--- config.mk ---
export PLATFORM = sky130hd
export DESIGN_NAME = md5_block_gen
export DESIGN_NICKNAME = d
export VERILOG_FILES = /design/src/rtl/md5_pkg.sv /design/src/rtl/md5_pad.sv /design/src/rtl/md5_block_gen.sv
export SDC_FILE = /design/constraint.sdc
export NUM_CORES = 1
export LEC_CHECK = 0
export BUFFER_PORTS_ARGS = -buffer_cell sky130_fd_sc_hd__buf_2
export CAP_MARGIN = 15
export CELL_PAD_IN_SITES_DETAIL_PLACEMENT = 0
export CELL_PAD_IN_SITES_GLOBAL_PLACEMENT = 1
export CORE_AREA = 8 8 246 248
export DETAILED_ROUTE_END_ITERATION = 12
export DIE_AREA = 0 0 254 256
export HOLD_SLACK_MARGIN = 0.06
export PLACE_DENSITY_LB_ADDON = 0.1
export SYNTH_ARGS = -nofsm -noshare
export SYNTH_HDL_FRONTEND = slang
export SYNTH_SLANG_ARGS = --single-unit
--- constraint.sdc ---
create_clock -name clk -period 7.2 [get_ports clk]
set_input_delay 1.08 -clock clk [delete_from_list [all_inputs] [get_ports clk]]
set_output_delay 1.08 -clock clk [all_outputs]
set_load 0.02 [all_outputs]
--- src/rtl/md5_pkg.sv ---
// Shared constants, state type and helpers for the MD5 candidate block generator.
package md5_pkg;

    localparam logic [31:0] MD5_IV_A = 32'h67452301;
    localparam logic [31:0] MD5_IV_B = 32'hefcdab89;
    localparam logic [31:0] MD5_IV_C = 32'h98badcfe;
    localparam logic [31:0] MD5_IV_D = 32'h10325476;

    localparam int unsigned MD5_BLOCK_W      = 512;
    localparam int unsigned CHAR_W           = 8;
    localparam int unsigned MD5_MAX_LEN_1BLK = 55;

    typedef enum logic [1:0] {IDLE, RUN, DONE} md5_state_e;

    // Message length in bits, little-endian 64-bit field of the final block.
    function automatic logic [63:0] md5_len_field(input logic [5:0] len_chars);
        return {55'd0, len_chars, 3'b000};
    endfunction

endpackage

--- src/rtl/md5_pad.sv ---
// Combinational MD5 single-block padding of a candidate held as charset digit indices.
module md5_pad
    import md5_pkg::*;
#(
    parameter int unsigned MAX_LEN   = 8,
    parameter logic [7:0]  CHAR_BASE = 8'h61
) (
    input  logic [MAX_LEN-1:0][CHAR_W-1:0] digits_i,
    input  logic [5:0]                     len_i,
    output logic [MD5_BLOCK_W-1:0]         block_o
);

    // Characters, 0x80 terminator, zero fill, then the bit-length trailer.
    always_comb begin
        block_o = '0;
        for (int i = 0; i < int'(MAX_LEN); i++) begin
            if (i < int'(len_i)) begin
                block_o[8*i +: 8] = CHAR_BASE + digits_i[i];
            end
        end
        for (int i = 0; i <= int'(MD5_MAX_LEN_1BLK); i++) begin
            if (i == int'(len_i)) begin
                block_o[8*i +: 8] = 8'h80;
            end
        end
        block_o[511:448] = md5_len_field(len_i);
    end

endmodule

--- src/rtl/md5_block_gen.sv ---
// Candidate password enumerator feeding the MD5 round pipeline with padded blocks.
// Optional feature: define MD5GEN_CAND_INDEX_EN to add the cand_index sequence output.
module md5_block_gen
    import md5_pkg::*;
#(
    parameter int unsigned MAX_LEN      = 8,
    parameter int unsigned CHARSET_SIZE = 26,
    parameter logic [7:0]  CHAR_BASE    = 8'h61
) (
    input  logic                   clk,
    input  logic                   rst_n,
    input  logic                   start,
    input  logic [5:0]             start_len,
    input  logic                   stop,
    input  logic                   out_ready,
    output logic                   out_valid,
    output logic [31:0]            a,
    output logic [31:0]            b,
    output logic [31:0]            c,
    output logic [31:0]            d,
    output logic [MD5_BLOCK_W-1:0] m,
`ifdef MD5GEN_CAND_INDEX_EN
    output logic [47:0]            cand_index,
`endif
    output logic                   busy,
    output logic                   done
);

    localparam logic [7:0] DigitMax = 8'(CHARSET_SIZE - 1);
    localparam logic [5:0] MaxLen   = 6'(MAX_LEN);

    md5_state_e                    state_q;
    logic [MAX_LEN-1:0][CHAR_W-1:0] digits_q, adv_digits, pad_digits;
    logic [5:0]                    cur_len_q, adv_len, pad_len, start_len_clamped;
    logic [MD5_BLOCK_W-1:0]        m_q, pad_block;
    logic                          valid_q, busy_q, done_q;
    logic                          xfer, last_beat, carry;
`ifdef MD5GEN_CAND_INDEX_EN
    logic [47:0]                   idx_q;
    assign cand_index = idx_q;
`endif

    assign a         = MD5_IV_A;
    assign b         = MD5_IV_B;
    assign c         = MD5_IV_C;
    assign d         = MD5_IV_D;
    assign m         = m_q;
    assign out_valid = valid_q;
    assign busy      = busy_q;
    assign done      = done_q;
    assign xfer      = valid_q && out_ready;

    // Clamp the requested first length into 1..MAX_LEN.
    always_comb begin
        start_len_clamped = start_len;
        if (start_len == 6'd0) begin
            start_len_clamped = 6'd1;
        end else if (start_len > MaxLen) begin
            start_len_clamped = MaxLen;
        end
    end

    // Odometer step: digit 0 counts first; a carry out of the top digit grows the length.
    always_comb begin
        adv_digits = digits_q;
        adv_len    = cur_len_q;
        carry      = 1'b1;
        for (int i = 0; i < int'(MAX_LEN); i++) begin
            if (carry && (i < int'(cur_len_q))) begin
                if (digits_q[i] == DigitMax) begin
                    adv_digits[i] = '0;
                end else begin
                    adv_digits[i] = digits_q[i] + 8'd1;
                    carry         = 1'b0;
                end
            end
        end
        if (carry) begin
            adv_len    = cur_len_q + 6'd1;
            adv_digits = '0;
        end
    end

    // Last candidate: full length with every digit at the top symbol.
    always_comb begin
        last_beat = (cur_len_q == MaxLen);
        for (int i = 0; i < int'(MAX_LEN); i++) begin
            if (digits_q[i] != DigitMax) begin
                last_beat = 1'b0;
            end
        end
    end

    // Pad either the fresh start candidate or the successor of the current one.
    always_comb begin
        pad_digits = (state_q == RUN) ? adv_digits : '0;
        pad_len    = (state_q == RUN) ? adv_len : start_len_clamped;
    end

    md5_pad #(
        .MAX_LEN   (MAX_LEN),
        .CHAR_BASE (CHAR_BASE)
    ) u_pad (
        .digits_i (pad_digits),
        .len_i    (pad_len),
        .block_o  (pad_block)
    );

    // Control FSM with the odometer and registered block outputs.
    always_ff @(posedge clk or negedge rst_n) begin
        if (!rst_n) begin
            state_q   <= IDLE;
            valid_q   <= 1'b0;
            busy_q    <= 1'b0;
            done_q    <= 1'b0;
            m_q       <= '0;
            digits_q  <= '0;
            cur_len_q <= 6'd1;
`ifdef MD5GEN_CAND_INDEX_EN
            idx_q     <= '0;
`endif
        end else begin
            unique case (state_q)
                IDLE, DONE: begin
                    if (stop) begin
                        state_q <= IDLE;
                        valid_q <= 1'b0;
                        busy_q  <= 1'b0;
                        done_q  <= 1'b0;
                    end else if (start) begin
                        state_q   <= RUN;
                        valid_q   <= 1'b1;
                        busy_q    <= 1'b1;
                        done_q    <= 1'b0;
                        cur_len_q <= start_len_clamped;
                        digits_q  <= '0;
                        m_q       <= pad_block;
`ifdef MD5GEN_CAND_INDEX_EN
                        idx_q     <= '0;
`endif
                    end
                end
                RUN: begin
                    if (stop) begin
                        state_q <= IDLE;
                        valid_q <= 1'b0;
                        busy_q  <= 1'b0;
                    end else if (xfer) begin
`ifdef MD5GEN_CAND_INDEX_EN
                        idx_q <= idx_q + 48'd1;
`endif
                        if (last_beat) begin
                            state_q <= DONE;
                            valid_q <= 1'b0;
                            busy_q  <= 1'b0;
                            done_q  <= 1'b1;
                        end else begin
                            digits_q  <= adv_digits;
                            cur_len_q <= adv_len;
                            m_q       <= pad_block;
                        end
                    end
                end
                default: state_q <= IDLE;
            endcase
        end
    end

endmodule

---- Yosys cells after proc, flatten, opt, wreduce, memory -nomap -nowiden ----
Cells that the tools add are included.
cells by class
  add/subtract/negate cells ............... 17
  multipliers ............................. 0
  divide/modulo/power cells ............... 0
  $lt $le $gt $ge ......................... 17
  equal/unequal tests ..................... 83
  shifts and indexed selects .............. 0
  mux-type cells .......................... 146
  bitwise logic cells ..................... 0
  reductions and logical operators ........ 17
operator list
  operator                                                              number
  512-bit two-way mux                                                   5
  512-bit case mux with 2 select lines                                  1
  8-bit two-way mux                                                     80
  64-bit two-way mux                                                    7
  6-bit == test (first input constant)                                  32
  64-bit case mux with 2 select lines                                   1
  5-bit by 6-bit == test with 1-bit output (first input constant)       16
  7-bit by 8-bit adder with 8-bit output (first input constant)         8
  8-bit by 1-bit adder with 8-bit output (second input constant)        8
  8-bit by 5-bit == test with 1-bit output (second input constant)      8
  8-bit by 5-bit != test with 1-bit output (second input constant)      8
  6-bit two-way mux                                                     9
  3-bit by 6-bit < comparator with 1-bit output (first input constant)  8
  1-bit two-way mux                                                     34
  4-bit by 6-bit == test with 1-bit output (first input constant)       4
  1-bit by 6-bit < comparator with 1-bit output (first input constant)  4
  2-bit by 6-bit < comparator with 1-bit output (first input constant)  4
  3-bit by 6-bit == test with 1-bit output (first input constant)       2
  6-bit logical NOT                                                     2
  2-bit != test (second input constant)                                 6
  6-bit case mux with 2 select lines                                    1
  2-bit two-way mux                                                     5
  3-bit != test (second input constant)                                 3
  1-bit logical AND                                                     8
  other kinds (15)                                                      16
word-level totals
  register bits ........................... 586
  bits in latches ......................... 0
  memory bits (writable) .................. 0
  bits in read-only memories .............. 0
  input port bits ......................... 11
  word-level logic and storage cells ...... 293
  memories ................................ 0

---- Depth between registers and ports, before layout ----
  word-level depth ........................ 26
  depth in mapped cells ................... 16
  depth with buffers taken out ............ 14

---- Hierarchy ----
A second synthesis with hierarchy kept.
unflattened totals
  cells, all modules ...................... 2,563
  area total of the unflattened synthesis .. 30,131.4 µm²
by module, submodules not included
  module         times used  cells an instance  area each (µm²)
  md5_block_gen  1           1,898              25,559.5
  md5_pad        1           665                4,571.9

---- Worst setup path before layout ----
Ideal clock, no wire load.
  path type ............................... reg-to-reg
  start point ............................. register digits_q[25] in the netlist's numbering
  end point ............................... register m_q[4] (netlist: m[4])
  setup time .............................. 122 ps
  data arrival time ....................... 3,626 ps
  setup slack ............................. 3,453 ps
  stages on the path, launching flop included .. 16
  path buffers ............................ 3
  cells stage by stage .................... dfrtp_1 inv_1 ha_1 or4b_1 nor3_2 a21oi_2 or4_1 buf_6 o31ai_4 buf_2 buf_2 nor2_1 ha_1 nor3b_1 xnor2_1 a32o_1
RTL lines
  element                   line                  RTL
  start: declaration        md5_block_gen.sv:33   logic [MAX_LEN-1:0][CHAR_W-1:0] digits_q, adv_digits, pad_digits;
  start signal: assignment  md5_block_gen.sv:158  digits_q <= adv_digits;
  end signal: assignment    md5_block_gen.sv:137  m_q <= pad_block;
  end signal: assignment    md5_block_gen.sv:160  m_q <= pad_block;
  end: declaration          md5_block_gen.sv:35   logic [MD5_BLOCK_W-1:0] m_q, pad_block;

==> flow_summary.yaml <==
global_route:
  grt_pass1_vias: 11100
  grt-ovfl-total: 0
  grt_max_degree: 100
  grt_pass1_wl_um: 70400
  grt_use_total_pct: 13.9
  antenna_found_initial: 0
layout:
  fin_nets: 1881
  fin_cells: 2623
  drive_above_1_share_pct: 13.4
  area_growth_pct: 0.479
  final_area_um2: 15000
clocking:
  cts_resized: 0
  cts_buffers: 17
  cts_tree: "built"
  insertion_delay_ps: 490
  cts-root-buf: "clkbuf_16"
  htreeDepth: 4
  cts-root-to-sink-buffers: 2
  cts_sinks: 187
  clkTransAtPathRegs_ps: 80
  cts-hold-fix-buffers: 0
  post-cts-setup-buffer-count: 0
yosys:
  synth_most_common_cell: "buf_4"
  syn_inst: 1750
  ys_types: 83
  synth_top_cell_by_area: "dfrtp_1"
  ys.flop_type: "dfrtp_1"
  syn_avg_cell_area_um2: 8.51
  synthArstFlopShare_pct: 100
  synthTopCellsByArea: "dfrtp_1, buf_4, nand2_1"
  synth-seq-cells: 187
  yosysSeqAreaShare_pct: 31.4
  synth_warnings: 0
  synth_top_area_share_pct: 31.3
  synth-edff-count: 0
  synth_common_cells: "buf_4, nand2_1, dfrtp_1"
  synth_area_um2: 14900
floorplan:
  io_pins: 654
  die_w_um: 254
  die_area_um2: 65000
  coreArea_um2: 56800
  die_height_um: 256
  rows: 88
  initial_core_util_pct: 26.2
worst_setup_path:
  setup.worst_path.class: "register to register"
  required_ps: 7580
  crit_path_end_kind: "register"
  rrSetupSlack_ps: 2140
  reg2reg_depth: 11
  r2r-start: "m[456]$_DFFE_PN0P_"
  critPathArrivalTime_ps: 5450
  critPathMaxFanout: 30
  startpoint_type: "register"
  startpoint: "m[456]$_DFFE_PN0P_"
  reg2reg_to: "m[4]$_DFFE_PN0P_"
  endpoint: "m[4]$_DFFE_PN0P_"
power_and_ir_drop:
  pwr-share-seq_pct: 40.2
  switching_share_pct: 40.7
  vdd_drop_max_mv: 0.154
  leakagePower_nw: 7.23
  power_switching_mw: 1.17
  clock_power_share_pct: 34.4
  internal_power_mw: 1.70
  p_per_area_nw_per_um2: 192
  power_frac_comb_pct: 25.5
timing:
  rsz0062_at_grt: "false"
  min_period_ps: 5060
  period_share_pct: 70.3
  setup_violations: 0
  fin_setup_tns_ps: 0
  hold_ws_ps: 473
  finalHoldViolCount: 0
  slew_viol_final: 0
  clock_skew_ps: 17.0
  setup_ws_ps: 2140
  worst_pin_slew_ps: 1190
  slew_headroom_pct: 20.4
  max_freq_mhz: 197
drt:
  vias: 10700
  vias_per_cell: 4.07
  remaining_drc_errors: 0
  drt_iter0_drc: 515
  wl_per_cell_um: 17.8
  wl_um: 46700
  antenna_left: 0
  drt-pass1-iter-count: 5
run:
  cap_viol_max_count: 0
place:
  post-place-ws_ps: 2080
  io_buffer_count: 131
  placed_area_um2: 14400
  dp_hpwl_um: 36100
  dpl.cell_count: 2589
  routabilityCongestion: 0.754
min_path:
  hold_path_class: "register to register"
  hold_path_startpoint: "m[51]$_DFFE_PN0P_"
run_status:
  status: "completed"
## how the worst min path moves through the flow
stage / endpoint / slack (ps) / cells past startpoint
after floorplan: digits_q[39]$_DFFE_PN0P_ / 480 / 2
final: m[51]$_DFFE_PN0P_ / 470 / 2
after detailed placement: m[51]$_DFFE_PN0P_ / 460 / 2
after CTS: m[51]$_DFFE_PN0P_ / 480 / 2
after global placement: m[51]$_DFFE_PN0P_ / 460 / 2
after global routing: m[51]$_DFFE_PN0P_ / 500 / 2
## cell type report
type,instances,area (um^2)
fillers,6248,41900
multi-input cells,1470,7860
flip-flops and latches,187,4680
well taps,765,957
repair buffers,147,795
clock buffers,18,439
clock inverters,14,145
inverters,21,78.8
diodes,1,2.50
## kinds of logic (layout without fill, tap and decap cells)
logic type,count (synthesis),after routing,synth area share [%]
fa+ha+maj,26,26,2.19
mux,21,21,1.50
other cells,2,523,0.0505
buf+inv,613,200,29.0
compound gates,302,302,14.2
simple gates,535,535,17.8
flops,187,187,31.4
xor+xnor,64,64,3.82
## critical path: stages (launching register included)
cell	delay, ps
dfrtp_1	540
nor4_2	500
and2_1	500
o22ai_2	320
or4_1	890
o31ai_4	720
buf_4	510
nor2_1	130
ha_1	260
nor3b_1	160
xnor2_1	150
a32o_1	260
## placed cells by master, fill, tap and decap left out, types with 10 or more instances in the layout
| cell | n |
|---|---|
| clkbuf_16 | 17 |
| nand4_1 | 17 |
| inv_1 | 21 |
| a21oi_1 | 42 |
| buf_2 | 131 |
| o21ai_0 | 91 |
| xor2_1 | 23 |
| or3_1 | 18 |
| nor2_1 | 67 |
| nand3_1 | 47 |
| mux2i_1 | 11 |
| a22o_1 | 49 |
| nor3_1 | 19 |
| nand2b_1 | 12 |
| xnor2_1 | 40 |
| nor4_1 | 12 |
| o31ai_1 | 27 |
| and2_1 | 11 |
| mux2_2 | 10 |
| buf_4 | 14 |
| nand2_1 | 252 |
| dfrtp_1 | 186 |
| ha_1 | 26 |
| and3_1 | 10 |
| conb_1 | 522 |
## sequential cells by signal, summed over array words and instances (netlist names)
name,count
digits_q,64
done,1
state_q,2
m,114
busy,1
cur_len_q,5
## power groups by stage
| stage | combinational (mW) | sequential (mW) | clock, mW |
|---|---|---|---|
| 2_1_floorplan | 0.702 | 1.21 | 0 |
| 3_3_place_gp | 0.728 | 1.17 | 0 |
| 3_5_place_dp | 0.725 | 1.17 | 0 |
| 4_1_cts | 0.727 | 1.15 | 1.04 |
| 5_1_grt | 0.792 | 1.16 | 1.07 |
| 6_report | 0.730 | 1.15 | 0.986 |
## through the flow
stage / utilization (%) / power, mW
5_1_grt: 26.3 / 3.02
3_3_place_gp: 25.3 / 1.90
4_1_cts: 26.3 / 2.92
3_5_place_dp: 25.3 / 1.90
2_1_floorplan: - / 1.91
6_report: 26.3 / 2.87
## layer usage
metal	track usage [%]	wire length, um
met1	18.4	21700
met2	22.6	22000
met3	3.17	2240
met4	3.61	736
met5	0	0
Power figures use the tool's default switching activity.
